==> config.mk <==
export PLATFORM = sky130hd
export DESIGN_NAME = imm_gen_pipe_flat
export DESIGN_NICKNAME = d
export VERILOG_FILES = /design/src/rtl/imm_pkg.sv /design/src/rtl/imm_gen_pipe_if.sv /design/src/rtl/imm_decode.sv /design/src/rtl/imm_gen_pipe.sv /design/src/flat_wrapper.sv
export SDC_FILE = /design/constraint.sdc
export NUM_CORES = 1
export LEC_CHECK = 0
export CAP_MARGIN = 25
export CORE_MARGIN = 3
export CORE_UTILIZATION = 46
export DETAILED_ROUTE_END_ITERATION = 10
export PLACE_DENSITY = 0.76
export SKIP_CTS_REPAIR_TIMING = 1
export SYNTH_ARGS = -nofsm -noshare
export SYNTH_HDL_FRONTEND = slang
export SYNTH_SLANG_ARGS = --single-unit
==> constraint.sdc <==
create_clock -name clk_i -period 1.5 [get_ports clk_i]
set_input_delay 0.3 -clock clk_i [delete_from_list [all_inputs] [get_ports clk_i]]
set_output_delay 0.3 -clock clk_i [all_outputs]
set_load 0.05 [all_outputs]
==> src/rtl/imm_pkg.sv <==
// Shared types and constants for the immediate generator.
// Contents:
//   fmt_e     - decoded immediate format code
//   OPC_*     - RV opcode values that carry an immediate
//   payload_t - decoded result {imm, fmt, illegal}; imm is sized for the widest XLEN
//   sext64    - sign-extend a 32-bit value to 64 bits
package imm_pkg;

    typedef enum logic [2:0] {
        FMT_I    = 3'd0,
        FMT_S    = 3'd1,
        FMT_B    = 3'd2,
        FMT_U    = 3'd3,
        FMT_J    = 3'd4,
        FMT_NONE = 3'd7
    } fmt_e;

    localparam logic [6:0] OPC_LOAD    = 7'b0000011;
    localparam logic [6:0] OPC_OPIMM   = 7'b0010011;
    localparam logic [6:0] OPC_OPIMM32 = 7'b0011011;
    localparam logic [6:0] OPC_JALR    = 7'b1100111;
    localparam logic [6:0] OPC_SYSTEM  = 7'b1110011;
    localparam logic [6:0] OPC_STORE   = 7'b0100011;
    localparam logic [6:0] OPC_BRANCH  = 7'b1100011;
    localparam logic [6:0] OPC_LUI     = 7'b0110111;
    localparam logic [6:0] OPC_AUIPC   = 7'b0010111;
    localparam logic [6:0] OPC_JAL     = 7'b1101111;

    localparam int unsigned MaxXlen = 64;

    typedef struct packed {
        logic [MaxXlen-1:0] imm;
        fmt_e               fmt;
        logic               illegal;
    } payload_t;

    function automatic logic [63:0] sext64(input logic [31:0] v);
        return {{32{v[31]}}, v};
    endfunction

endpackage

==> src/rtl/imm_gen_pipe_if.sv <==
// Handshake bundle for imm_gen_pipe. Signal names are seen from the generator's side.
//   slave  : the generator (takes instr_i/valid_i/ready_i/flush_i, drives the rest)
//   master : the environment (upstream source plus downstream sink)
interface imm_gen_pipe_if
    import imm_pkg::*;
#(
    parameter int unsigned XLEN = 32
);
    logic            flush_i;
    logic            valid_i;
    logic            ready_o;
    logic [31:0]     instr_i;
    logic            valid_o;
    logic            ready_i;
    logic [XLEN-1:0] imm_o;
    fmt_e            fmt_o;
    logic            illegal_o;

    modport slave (
        input  flush_i, valid_i, instr_i, ready_i,
        output ready_o, valid_o, imm_o, fmt_o, illegal_o
    );

    modport master (
        output flush_i, valid_i, instr_i, ready_i,
        input  ready_o, valid_o, imm_o, fmt_o, illegal_o
    );
endinterface

==> src/rtl/imm_decode.sv <==
// Combinational opcode decode and immediate extraction.
// Ports:
//   instr - raw 32-bit instruction word
//   pl    - {imm sign/zero-extended to 64 bits, format, illegal}
// The 64-bit result truncated to 32 bits is the correct XLEN=32 immediate.
module imm_decode
    import imm_pkg::*;
#(
    parameter int unsigned XLEN = 32
) (
    input  logic [31:0] instr,
    output payload_t    pl
);
    localparam bit Rv64 = (XLEN == 64);

    logic [6:0]  opc;
    logic [2:0]  funct3;
    logic        is_shift;
    logic [31:0] imm_i, imm_s, imm_b, imm_u, imm_j, shamt32, shamt64;

    assign opc      = instr[6:0];
    assign funct3   = instr[14:12];
    assign is_shift = (funct3 == 3'b001) || (funct3 == 3'b101);

    assign imm_i = {{20{instr[31]}}, instr[31:20]};
    assign imm_s = {{20{instr[31]}}, instr[31:25], instr[11:7]};
    assign imm_b = {{19{instr[31]}}, instr[31], instr[7], instr[30:25], instr[11:8], 1'b0};
    assign imm_u = {instr[31:12], 12'b0};
    assign imm_j = {{11{instr[31]}}, instr[31], instr[19:12], instr[20], instr[30:21], 1'b0};
    // Shift amounts are zero-extended; funct7/funct6 bits never reach the immediate.
    assign shamt32 = {27'b0, instr[24:20]};
    assign shamt64 = {26'b0, instr[25:20]};

    always_comb begin
        pl = '{imm: '0, fmt: FMT_NONE, illegal: 1'b1};
        case (opc)
            OPC_LOAD, OPC_JALR, OPC_SYSTEM: begin
                pl = '{imm: sext64(imm_i), fmt: FMT_I, illegal: 1'b0};
            end
            OPC_OPIMM: begin
                if (is_shift) begin
                    pl = '{imm: sext64(Rv64 ? shamt64 : shamt32), fmt: FMT_I, illegal: 1'b0};
                end else begin
                    pl = '{imm: sext64(imm_i), fmt: FMT_I, illegal: 1'b0};
                end
            end
            OPC_OPIMM32: begin
                // Word-sized ops only exist on RV64; RV32 leaves the illegal default.
                if (Rv64) begin
                    pl = '{imm: sext64(is_shift ? shamt32 : imm_i), fmt: FMT_I, illegal: 1'b0};
                end
            end
            OPC_STORE:          pl = '{imm: sext64(imm_s), fmt: FMT_S, illegal: 1'b0};
            OPC_BRANCH:         pl = '{imm: sext64(imm_b), fmt: FMT_B, illegal: 1'b0};
            OPC_LUI, OPC_AUIPC: pl = '{imm: sext64(imm_u), fmt: FMT_U, illegal: 1'b0};
            OPC_JAL:            pl = '{imm: sext64(imm_j), fmt: FMT_J, illegal: 1'b0};
            default:            ;
        endcase
    end
endmodule

==> src/rtl/imm_gen_pipe.sv <==
// Pipelined immediate generator: one output register, optional skid entry, sync flush.
// Ports:
//   clk_i   - clock, rising edge
//   rst_n_i - asynchronous active-low reset
//   bus     - imm_gen_pipe_if.slave: flush_i, valid_i/ready_o/instr_i in,
//             valid_o/ready_i/imm_o/fmt_o/illegal_o out
// Parameters:
//   XLEN - 32 or 64
//   SKID - 1: skid entry, ready_o straight from a flop; 0: ready_o = !valid_o || ready_i
module imm_gen_pipe
    import imm_pkg::*;
#(
    parameter int unsigned XLEN = 32,
    parameter int unsigned SKID = 1
) (
    input logic            clk_i,
    input logic            rst_n_i,
    imm_gen_pipe_if.slave  bus
);
    typedef struct packed {
        logic [XLEN-1:0] imm;
        fmt_e            fmt;
        logic            illegal;
    } entry_t;

    localparam entry_t EntryReset = '{imm: '0, fmt: FMT_NONE, illegal: 1'b0};

    payload_t dec_pl;
    entry_t   dec_entry;
    entry_t   out_q, skid_q;
    logic     out_valid_q;
    logic     skid_free_q;
    logic     ready;
    logic     in_fire;
    logic     out_free;

    imm_decode #(
        .XLEN (XLEN)
    ) u_decode (
        .instr (bus.instr_i),
        .pl    (dec_pl)
    );

    assign dec_entry = '{imm: dec_pl.imm[XLEN-1:0], fmt: dec_pl.fmt, illegal: dec_pl.illegal};

    if (SKID != 0) begin : g_skid
        assign ready = skid_free_q;
    end else begin : g_noskid
        assign ready = !out_valid_q || bus.ready_i;
    end

    assign in_fire  = bus.valid_i && ready;
    // Output register can take new data this cycle (empty or draining).
    assign out_free = !out_valid_q || bus.ready_i;

    // With SKID=0, in_fire implies out_free, so the skid entry is never loaded.
    always_ff @(posedge clk_i or negedge rst_n_i) begin
        if (!rst_n_i) begin
            out_valid_q <= 1'b0;
            out_q       <= EntryReset;
            skid_free_q <= 1'b1;
            skid_q      <= EntryReset;
        end else if (bus.flush_i) begin
            out_valid_q <= 1'b0;
            skid_free_q <= 1'b1;
        end else if (out_free) begin
            if (!skid_free_q) begin
                out_q       <= skid_q;
                out_valid_q <= 1'b1;
                skid_free_q <= 1'b1;
            end else if (in_fire) begin
                out_q       <= dec_entry;
                out_valid_q <= 1'b1;
            end else begin
                out_valid_q <= 1'b0;
            end
        end else if (in_fire) begin
            skid_q      <= dec_entry;
            skid_free_q <= 1'b0;
        end
    end

    assign bus.ready_o   = ready;
    assign bus.valid_o   = out_valid_q;
    assign bus.imm_o     = out_q.imm;
    assign bus.fmt_o     = out_q.fmt;
    assign bus.illegal_o = out_q.illegal;
endmodule

==> src/flat_wrapper.sv <==
// flat-port wrapper written by rule: the top's interface ports become plain ports
module imm_gen_pipe_flat import imm_pkg::*;
#(
    parameter int unsigned XLEN = 32,
    parameter int unsigned SKID = 1
)
  (clk_i, rst_n_i, bus_flush_i, bus_valid_i, bus_instr_i, bus_ready_i, bus_ready_o, bus_valid_o, bus_imm_o, bus_fmt_o, bus_illegal_o);
  imm_gen_pipe_if #(.XLEN(XLEN)) bus_i ();
  input logic clk_i;
  input logic rst_n_i;
  input wire logic [$bits(bus_i.flush_i)-1:0] bus_flush_i;
  input wire logic [$bits(bus_i.valid_i)-1:0] bus_valid_i;
  input wire logic [$bits(bus_i.instr_i)-1:0] bus_instr_i;
  input wire logic [$bits(bus_i.ready_i)-1:0] bus_ready_i;
  output wire logic [$bits(bus_i.ready_o)-1:0] bus_ready_o;
  output wire logic [$bits(bus_i.valid_o)-1:0] bus_valid_o;
  output wire logic [$bits(bus_i.imm_o)-1:0] bus_imm_o;
  output wire logic [$bits(bus_i.fmt_o)-1:0] bus_fmt_o;
  output wire logic [$bits(bus_i.illegal_o)-1:0] bus_illegal_o;
  assign bus_i.flush_i = bus_flush_i;
  assign bus_i.valid_i = bus_valid_i;
  assign bus_i.instr_i = bus_instr_i;
  assign bus_i.ready_i = bus_ready_i;
  assign bus_ready_o = bus_i.ready_o;
  assign bus_valid_o = bus_i.valid_o;
  assign bus_imm_o = bus_i.imm_o;
  assign bus_fmt_o = bus_i.fmt_o;
  assign bus_illegal_o = bus_i.illegal_o;
  imm_gen_pipe #(.XLEN(XLEN), .SKID(SKID)) u_core (.clk_i(clk_i), .rst_n_i(rst_n_i), .bus(bus_i));
endmodule
Word level (Yosys, flattened, before mapping)
Index checks and enable logic that the tools add are counted.

word-level totals
  bits in registers = 74
  input port bits = 37

operators by class
  eq/ne operators = 12
  multiplexer cells = 11
  bitwise gates (word level) = 2
  reduce and logical (&&, ||, !) cells = 10

operators by type and width
  operator              count
  $pmux W36 S6          1
  $mux W36              3
  $eq A7 B7 Y1 const B  4
  $eq A7 B5 Y1 const B  2
  $eq A7 B6 Y1 const B  2
  $eq A7 B2 Y1 const B  1
  $mux W1               7
  $reduce_and A3 Y1     2
  $eq A3 B1 Y1 const B  1
  $eq A3 B3 Y1 const B  1
  $reduce_bool A3 Y1    1
  $reduce_or A3 Y1      1
  $logic_or A1 B1 Y1    2
  $ne A2 B2 Y1 const B  1
  $not A1 Y1            2
  $reduce_bool A2 Y1    1
  $reduce_or A2 Y1      1
  $logic_and A1 B1 Y1   1
  $logic_not A1 Y1      1

Depth between registers and ports, before layout
Gate-level depths: netlist (run 1).

  depth after elaboration = 6
  depth in mapped cells = 7
  mapped depth without buffers = 5

Modules after synthesis
Synthesis (run 1) repeated with hierarchy kept, for this count alone.

second synthesis, totals
  cell total of the unflattened synthesis = 308
  area total of the unflattened synthesis = 4028.9 sq um

modules (own cells, without submodules)
  module        times used  cells each  area an instance (sq um)  seq. area each (sq um)
  imm_gen_pipe  1           199         3260.6                    1860.5
  imm_decode    1           109         768.2                     0.0

Worst setup path before layout (run 1)
OpenSTA, ideal clock, no wires.

  path kind = reg-to-reg
  from = register u_core.out_valid_q (netlist: u_core.bus.valid_o)
  to = register u_core.out_q (netlist bit u_core.bus.imm_o[22])
  library setup time = 123 ps
  arrival = 1744 ps
  data required time = 1377 ps
  path slack = -367 ps
  cell stages (with the launch flop) = 7
  buffers on the path = 2
  clock period less this slack = 1867 ps
  path through = dfrtp_1 -> nor2b_1 -> or3_1 -> buf_2 -> clkbuf_1 -> a21oi_1 -> o21ai_2

between the ends
  word-level cells in the longest chain between the ends = 3

ends and longest elaborated chain
  what                         RTL line            RTL
  from (decl)                  imm_gen_pipe.sv:31  logic out_valid_q;
  from (signal assigned)       imm_gen_pipe.sv:59  out_valid_q <= 1'b0;
  from (signal assigned)       imm_gen_pipe.sv:64  out_valid_q <= 1'b0;
  from (signal assigned)       imm_gen_pipe.sv:69  out_valid_q <= 1'b1;
  $logic_not A1 Y1             imm_gen_pipe.sv:54  assign out_free = !out_valid_q || bus.ready_i;
  $logic_or A1 B1 Y1           imm_gen_pipe.sv:54
  $reduce_and A3 Y1 (no line)  --
  to (signal assigned)         imm_gen_pipe.sv:60  out_q <= EntryReset;
  to (signal assigned)         imm_gen_pipe.sv:68  out_q <= skid_q;
  to (signal assigned)         imm_gen_pipe.sv:72  out_q <= dec_entry;
  to (decl)                    imm_gen_pipe.sv:30  entry_t out_q, skid_q;

Every way passes these cells.
A chain may end at the register's enable or synchronous reset.

Worst setup path after layout (run 1)
  from = register u_core.skid_free_q (netlist: u_core.bus.ready_o)
  to = output port bus_ready_o

RTL lines
  what                    RTL line            RTL
  from (decl)             imm_gen_pipe.sv:32  logic skid_free_q;
  from (signal assigned)  imm_gen_pipe.sv:61  skid_free_q <= 1'b1;
  from (signal assigned)  imm_gen_pipe.sv:65  skid_free_q <= 1'b1;
  from (signal assigned)  imm_gen_pipe.sv:70  skid_free_q <= 1'b1;
  to (decl)               flat_wrapper.sv:15  output wire logic [$bits(bus_i.ready_o)-1:0] bus_ready_o;

No word-level cell between the ends.

==> results of run 1 <==
## critical path: stages, from the launching register on
cell	delay, ps
dfstp_4	630
buf_6	110
buf_12	110
buf_12	130
## synthesized netlist by cell type (all sizes together)
| library cell | n |
|---|---|
| o21ai | 77 |
| dfrtp | 67 |
| nand2 | 53 |
| a21oi | 47 |
| clkbuf | 18 |
| nor3b | 16 |
| nor2b | 12 |
| a31oi | 11 |
| buf | 11 |
| nand3 | 11 |
| inv | 10 |
| nor2 | 10 |
| dfstp | 7 |
| nand3b | 6 |
| a22oi | 4 |
| nor3 | 4 |
| a211oi | 3 |
| a21o | 3 |
| and3 | 3 |
| nand2b | 3 |
| o211ai | 3 |
| or3 | 3 |
| and2 | 2 |
| and4b | 2 |
| nand4b | 2 |
| o21a | 2 |
| a2111o | 1 |
| a32oi | 1 |
| o311a | 1 |
| o32ai | 1 |
| or4b | 1 |
| xnor2 | 1 |
## registers in the layout, indices dropped and copies added (netlist names)
| signal | flops |
|---|---|
| u_core.bus.fmt_o | 3 |
| u_core.bus.imm_o | 32 |
| u_core.bus.ready_o | 1 |
| u_core.skid_q | 36 |
| u_core.bus.valid_o | 1 |
| u_core.bus.illegal_o | 1 |
## layout make-up
type	count	area share
inverters	10	0.00629
well taps	99	0.0208
clock inverters	7	0.0138
multi-input cells	283	0.308
repair buffers	150	0.318
flip-flops and latches	74	0.313
clock buffers	9	0.0208
## layer usage
| metal | track usage | vias to the layer above |
|---|---|---|
| met5 | 0 | - |
| met4 | 0.0841 | 0 |
| met3 | 0.0478 | 22 |
| met2 | 0.374 | 171 |
| met1 | 0.321 | 1843 |
| li1 | - | 1671 |
## logic make-up (layout without fill, tap and decap cells)
group	after synthesis	count (layout)	share of synthesized area
AOI/OAI and AO/OA	154	154	0.247
and+or+nand+nor	128	128	0.188
DFF	74	74	0.512
buffers and inverters	39	176	0.0513
xor gates and xnor gates	1	1	0.00241
## worst paths after layout
path	startpoint	end	slack, ps	depth (start not counted)
max in group asynchronous	rst_n_i	u_core.bus.fmt_o[1]	670	3
setup reg to reg	u_core.bus.ready_o	u_core.bus.imm_o[26]	-100	6
min in group asynchronous	rst_n_i	u_core.bus.imm_o[22]	490	3
setup / recovery	u_core.bus.ready_o	bus_ready_o	-150	3
hold / removal	bus_instr_i[13]	u_core.bus.imm_o[13]	370	4
hold reg to reg	u_core.skid_q[14]	u_core.skid_q[14]	470	2
## power by group
part / switching (mW) / internal [mW]
Combinational: 0.724 / 0.683
Sequential: 0.137 / 2.16
Clock: 0.870 / 0.797
## through the flow
stage	setup slack, ps	hold slack, ps
4_1_cts	-495	-23.4
2_1_floorplan	-215	4.41
6_report	-147	371
3_5_place_dp	-818	361
3_3_place_gp	-772	361
5_1_grt	-177	419
==> flow_summary_export.csv, run 1 <==
group,metric,value,unit
die,die-area,0.00901,mm2
synth,synth_top_area_frac,0.461,
setup_path,crit_arrival,1350,ps
routing,dr.pass1.iters,5,
run_status,status,"complete, but fails checks",
layout,nets,565,
die,ios,75,
layout,multi_input_area,0.00184,mm2
place,hpwlAfterDp,7090,um
routing,vias,3707,
place,dp_cells,594,
timing,tns,-1670,ps
place,postPlaceCellArea,0.00531,mm2
die,rows,31,
synth,yosysUniqueCellTypes,41,
worst_hold_path,holdCritPathClass,"primary input to flop",
clock_tree,cts.sinks,74,
global_routing,first_global_vias,3312,
power,finalPower,5.37,mW
routing,drt-total-wl,11600,um
synth,yosysTopAreaCell,"dfrtp_1",
die,initial_utilization,0.488,
layout,final_cell_mix,"dfrtp_1, buf_4, nand2_1",
die,die-height,94.9,um
timing,finalCritPeriodShare,1.10,
routing,met3WireLength,754,um
die,fp.dieW,94.9,um
global_routing,antenna_found_initial,0,
timing,hold_violations,0,
flow_run,maxCapViolations,0,
global_routing,track_usage,0.236,
routing,highest_layer,"met4",
power,power.density,899,mW/mm2
layout,stdcell_area,0.00597,mm2
clock_tree,worstSkewPairLatency,360,ps
timing,fmaxAchievable,0.607,GHz
synth,netlist_area,0.00364,mm2
die,core-area,0.00745,mm2
timing,rsz0062_at_grt,"true",
place,place_congestion,0.864,
place,port_buffers,74,
timing,skew,10.2,ps
layout,syn_to_final_growth,64.1,%
layout,diodes,0,
routing,drtIter0Drc,316,
routing,wl_met1,4750,um
timing,min_period,1650,ps
routing,drt-vias-per-instance,5.87,
synth,yosysWarnings,0,
synth,syn_area_per_cell,9.18,um2
run_status,violations,"setup timing",
global_routing,grt_first_pass_wirelength,16300,um
layout,stdcell_count,632,
clock_tree,cts_root_buf,"clkbuf_8",
timing,worstMarginPinSlew,391,ps
timing,maxSlewHeadroom,0.739,
power,leakage,2.54,nW
setup_path,worstPathRequired,1200,ps
power,peakVddDrop,0.658,mV
clock_tree,cts.path.max_buffers,2,
routing,wl_met2,5830,um
global_routing,grt_max_degree,75,
synth,ys_ff_latch,74,
synth,syn_inst,396,
timing,fin_ws,-147,ps
routing,ant_nets,0,
layout,fill_cells,429,
clock_tree,cts_buffers,9,
setup_path,cp-start-kind,"flop",
clock_tree,htree_levels,3,
layout,finish.utilization,0.801,
clock_tree,path_clk_slew,90,ps
routing,post_drt_wl_per_cell,18.4,um
global_routing,grt_overflow,0,
clock_tree,tritoncts,"done",
setup_path,endpoint_kind,"output port",
setup_path,crit_type,"flop to output port",
layout,drive_gt1_frac,0.366,
layout,register_area,0.00187,mm2
synth,ys_seq_area_frac,0.512,
timing,setup_viol,44,
timing,finalMaxSlewViolations,0,
synth,synth_fp_nets,433,
routing,drc_errors,0,
synth,synth_area_leaders,"dfrtp_1, o21ai_0, nand2_1",
setup_path,crit_path_max_fanout,6,
layout,layout_commonest_cell,"dfrtp_1",
(Power assumes the default switching activity.)
==> inputs of run 2 (changes only) <==
Settings changed: SETUP_SLACK_MARGIN from default to 0.05.
==> run 2 against run 1 <==
  * The run still ends with setup timing left
  * Clock power about the same
  * Register-to-register slack got worse by 20 ps
  * Worst hold slack improved by 100 ps
  * Cell count shrank 0.95%
  * Count of clock-buffer cells in the layout is the same
  * Routed wire length about the same
  * Non-clock buffer count decreased by 6
  * Clock skew grew 0.87 ps
  * Critical endpoint unchanged
==> flow_summary_export.csv, run 2 (synthesis results as in run 1) <==
group,metric,value,unit
run_status,status,"complete, but fails checks",
run_status,violations,"setup timing",
timing,fin_ws,-129,ps
power,swShare,0.321,
timing,fmaxAchievable,0.614,GHz
routing,dr.pass1.iters,4,
routing,vias,3708,
global_routing,track_usage,0.237,
worst_hold_path,worstHoldStart,"u_core.skid_q[14]",
layout,syn_to_final_growth,62.7,%
setup_path,rr_startpoint,"u_core.bus.ready_o",
setup_path,crit_type,"flop to output port",
place,port_buffers,74,
setup_path,worstRegToRegCells,6,
setup_path,crit_family,"flip-flops",
timing,min_period,1630,ps
worst_hold_path,holdCritPathClass,"flop to flop",
setup_path,reg2reg_setup_slack,-120,ps
timing,hold_violations,0,
die,fp.dieW,94.9,um
layout,largest-register,"u_core.skid_q",
setup_path,crit_path_max_fanout,5,
setup_path,cp_slowest_stage_delay,630,ps
place,hpwlAfterDp,7090,um
layout,fill_cells,433,
power,internal_power,3.63,mW
global_routing,grt_first_pass_wirelength,16700,um
setup_path,worst-path-buf-inv,3,
die,initial_utilization,0.488,
place,place_congestion,0.869,
clock_tree,cts.path.max_buffers,2,
routing,drtIter0Drc,251,
clock_tree,cts_buffers,9,
setup_path,r2r_end,"u_core.skid_q[0]",
power,power.density,904,mW/mm2
power,p_sw,1.72,mW
routing,post_drt_wl_per_cell,18.5,um
layout,stdcell_count,626,
worst_hold_path,min_to,"u_core.skid_q[14]",
setup_path,worstPathRequired,1200,ps
routing,drc_errors,0,
power,pwr-share-seq,0.429,
timing,skew,11.1,ps
clock_tree,cts_root_buf,"clkbuf_8",
die,die-area,0.00901,mm2
layout,final_cell_mix,"dfrtp_1, o21ai_1, nand2_1",
setup_path,crit_slowest_cell,"dfstp_4",
power,p_comb_frac,0.261,
layout,drive_gt1_frac,0.378,
die,core-area,0.00745,mm2
power,p_clk_frac,0.310,
clock_tree,path_clk_slew,90,ps
clock_tree,tritoncts,"done",
power,peakVddDrop,0.648,mV
timing,maxSlewHeadroom,0.737,
clock_tree,htree_levels,3,
routing,drt-vias-per-instance,5.92,
place,dp_cells,592,
flow_run,maxCapViolations,0,
layout,layout_commonest_cell,"dfrtp_1",
die,die-height,94.9,um
clock_tree,cts.sinks,74,
layout,diodes,0,
timing,rsz0062_at_grt,"true",
setup_path,path_cells,"buf_6, buf_12, buf_12",
die,rows,31,
layout,register_area,0.00187,mm2
setup_path,crit_arrival,1330,ps
timing,setup_viol,58,
global_routing,grt_max_degree,75,
power,leakage,2.49,nW
routing,ant_nets,0,
setup_path,endpoint_kind,"output port",
layout,largest_reg_flops,36,
layout,multi_input_area,0.00184,mm2
timing,hold_ws,474,ps
die,ios,75,
clock_tree,worstSkewPairLatency,360,ps
layout,nets,559,
worst_hold_path,holdPathStages,2,
setup_path,cp-start-kind,"flop",
timing,finalMaxSlewViolations,0,
global_routing,first_global_vias,3384,
timing,worstMarginPinSlew,395,ps
global_routing,grt_overflow,0,
global_routing,antenna_found_initial,0,
setup_path,path_common_cell,"buf_12",
routing,drt-total-wl,11600,um
timing,finalCritPeriodShare,1.09,
-- run 2: worst max path at each step --
stage | from | endpoint | slack (ps) | cells after the start
floorplan | u_core.bus.valid_o | u_core.bus.imm_o[11] | -210 | 6
global placement | bus_instr_i[6] | u_core.skid_q[0] | -710 | 8
detailed placement | bus_instr_i[6] | u_core.bus.imm_o[4] | -770 | 8
CTS | bus_instr_i[6] | u_core.bus.imm_o[4] | -400 | 8
global route | u_core.bus.ready_o | u_core.bus.imm_o[23] | -180 | 6
finish | u_core.bus.ready_o | bus_ready_o | -130 | 3
-- run 2: metal layers --
layer,GRT usage,vias up,part of all wire
met5,0,-,0
met4,0.0553,0,0.023
met3,0.0526,34,0.072
met2,0.371,181,0.50
met1,0.338,1829,0.41
li1,-,1664,-
-- run 2: stage by stage --
stage / instance area, um2 / setup WS [ps] / util / TNS, ps / power (mW)
floorplan: 3780 / -214 / - / -4980 / 2.86
global placement: 5290 / -707 / 0.711 / -43090 / 3.59
detailed placement: 5290 / -766 / 0.711 / -47180 / 3.61
CTS: 5500 / -399 / 0.739 / -21190 / 5.24
global route: 5920 / -183 / 0.795 / -6850 / 5.53
finish: 5920 / -129 / 0.795 / -3760 / 5.35
-- run 2: power groups by stage --
stage          logic [mW]  registers [mW]  clock network (mW)
2_1_floorplan       0.290            2.57                   0
3_3_place_gp         1.27            2.31                   0
3_5_place_dp         1.30            2.32                   0
4_1_cts              1.30            2.28                1.66
5_1_grt              1.47            2.31                1.75
6_report             1.40            2.29                1.66
-- run 2: cell type report --
class	count	share of cell area
multi-input cells	283	0.311
inverters	10	0.00634
clock buffers	9	0.0209
clock inverters	7	0.0142
flip-flops and latches	74	0.315
well taps	99	0.0209
repair buffers	144	0.311
-- run 2: tightest hold or removal path, stage by stage, from the launching register on --
cell and delay, ps:
dfrtp_1 350, nand2_1 50, nand2_1 40
==> inputs of run 3 (changes only) <==
Settings changed: SLEW_MARGIN from default to 20.
==> results of run 3 <==
The final DEF is identical to that of run 2; final timing and power are the same.
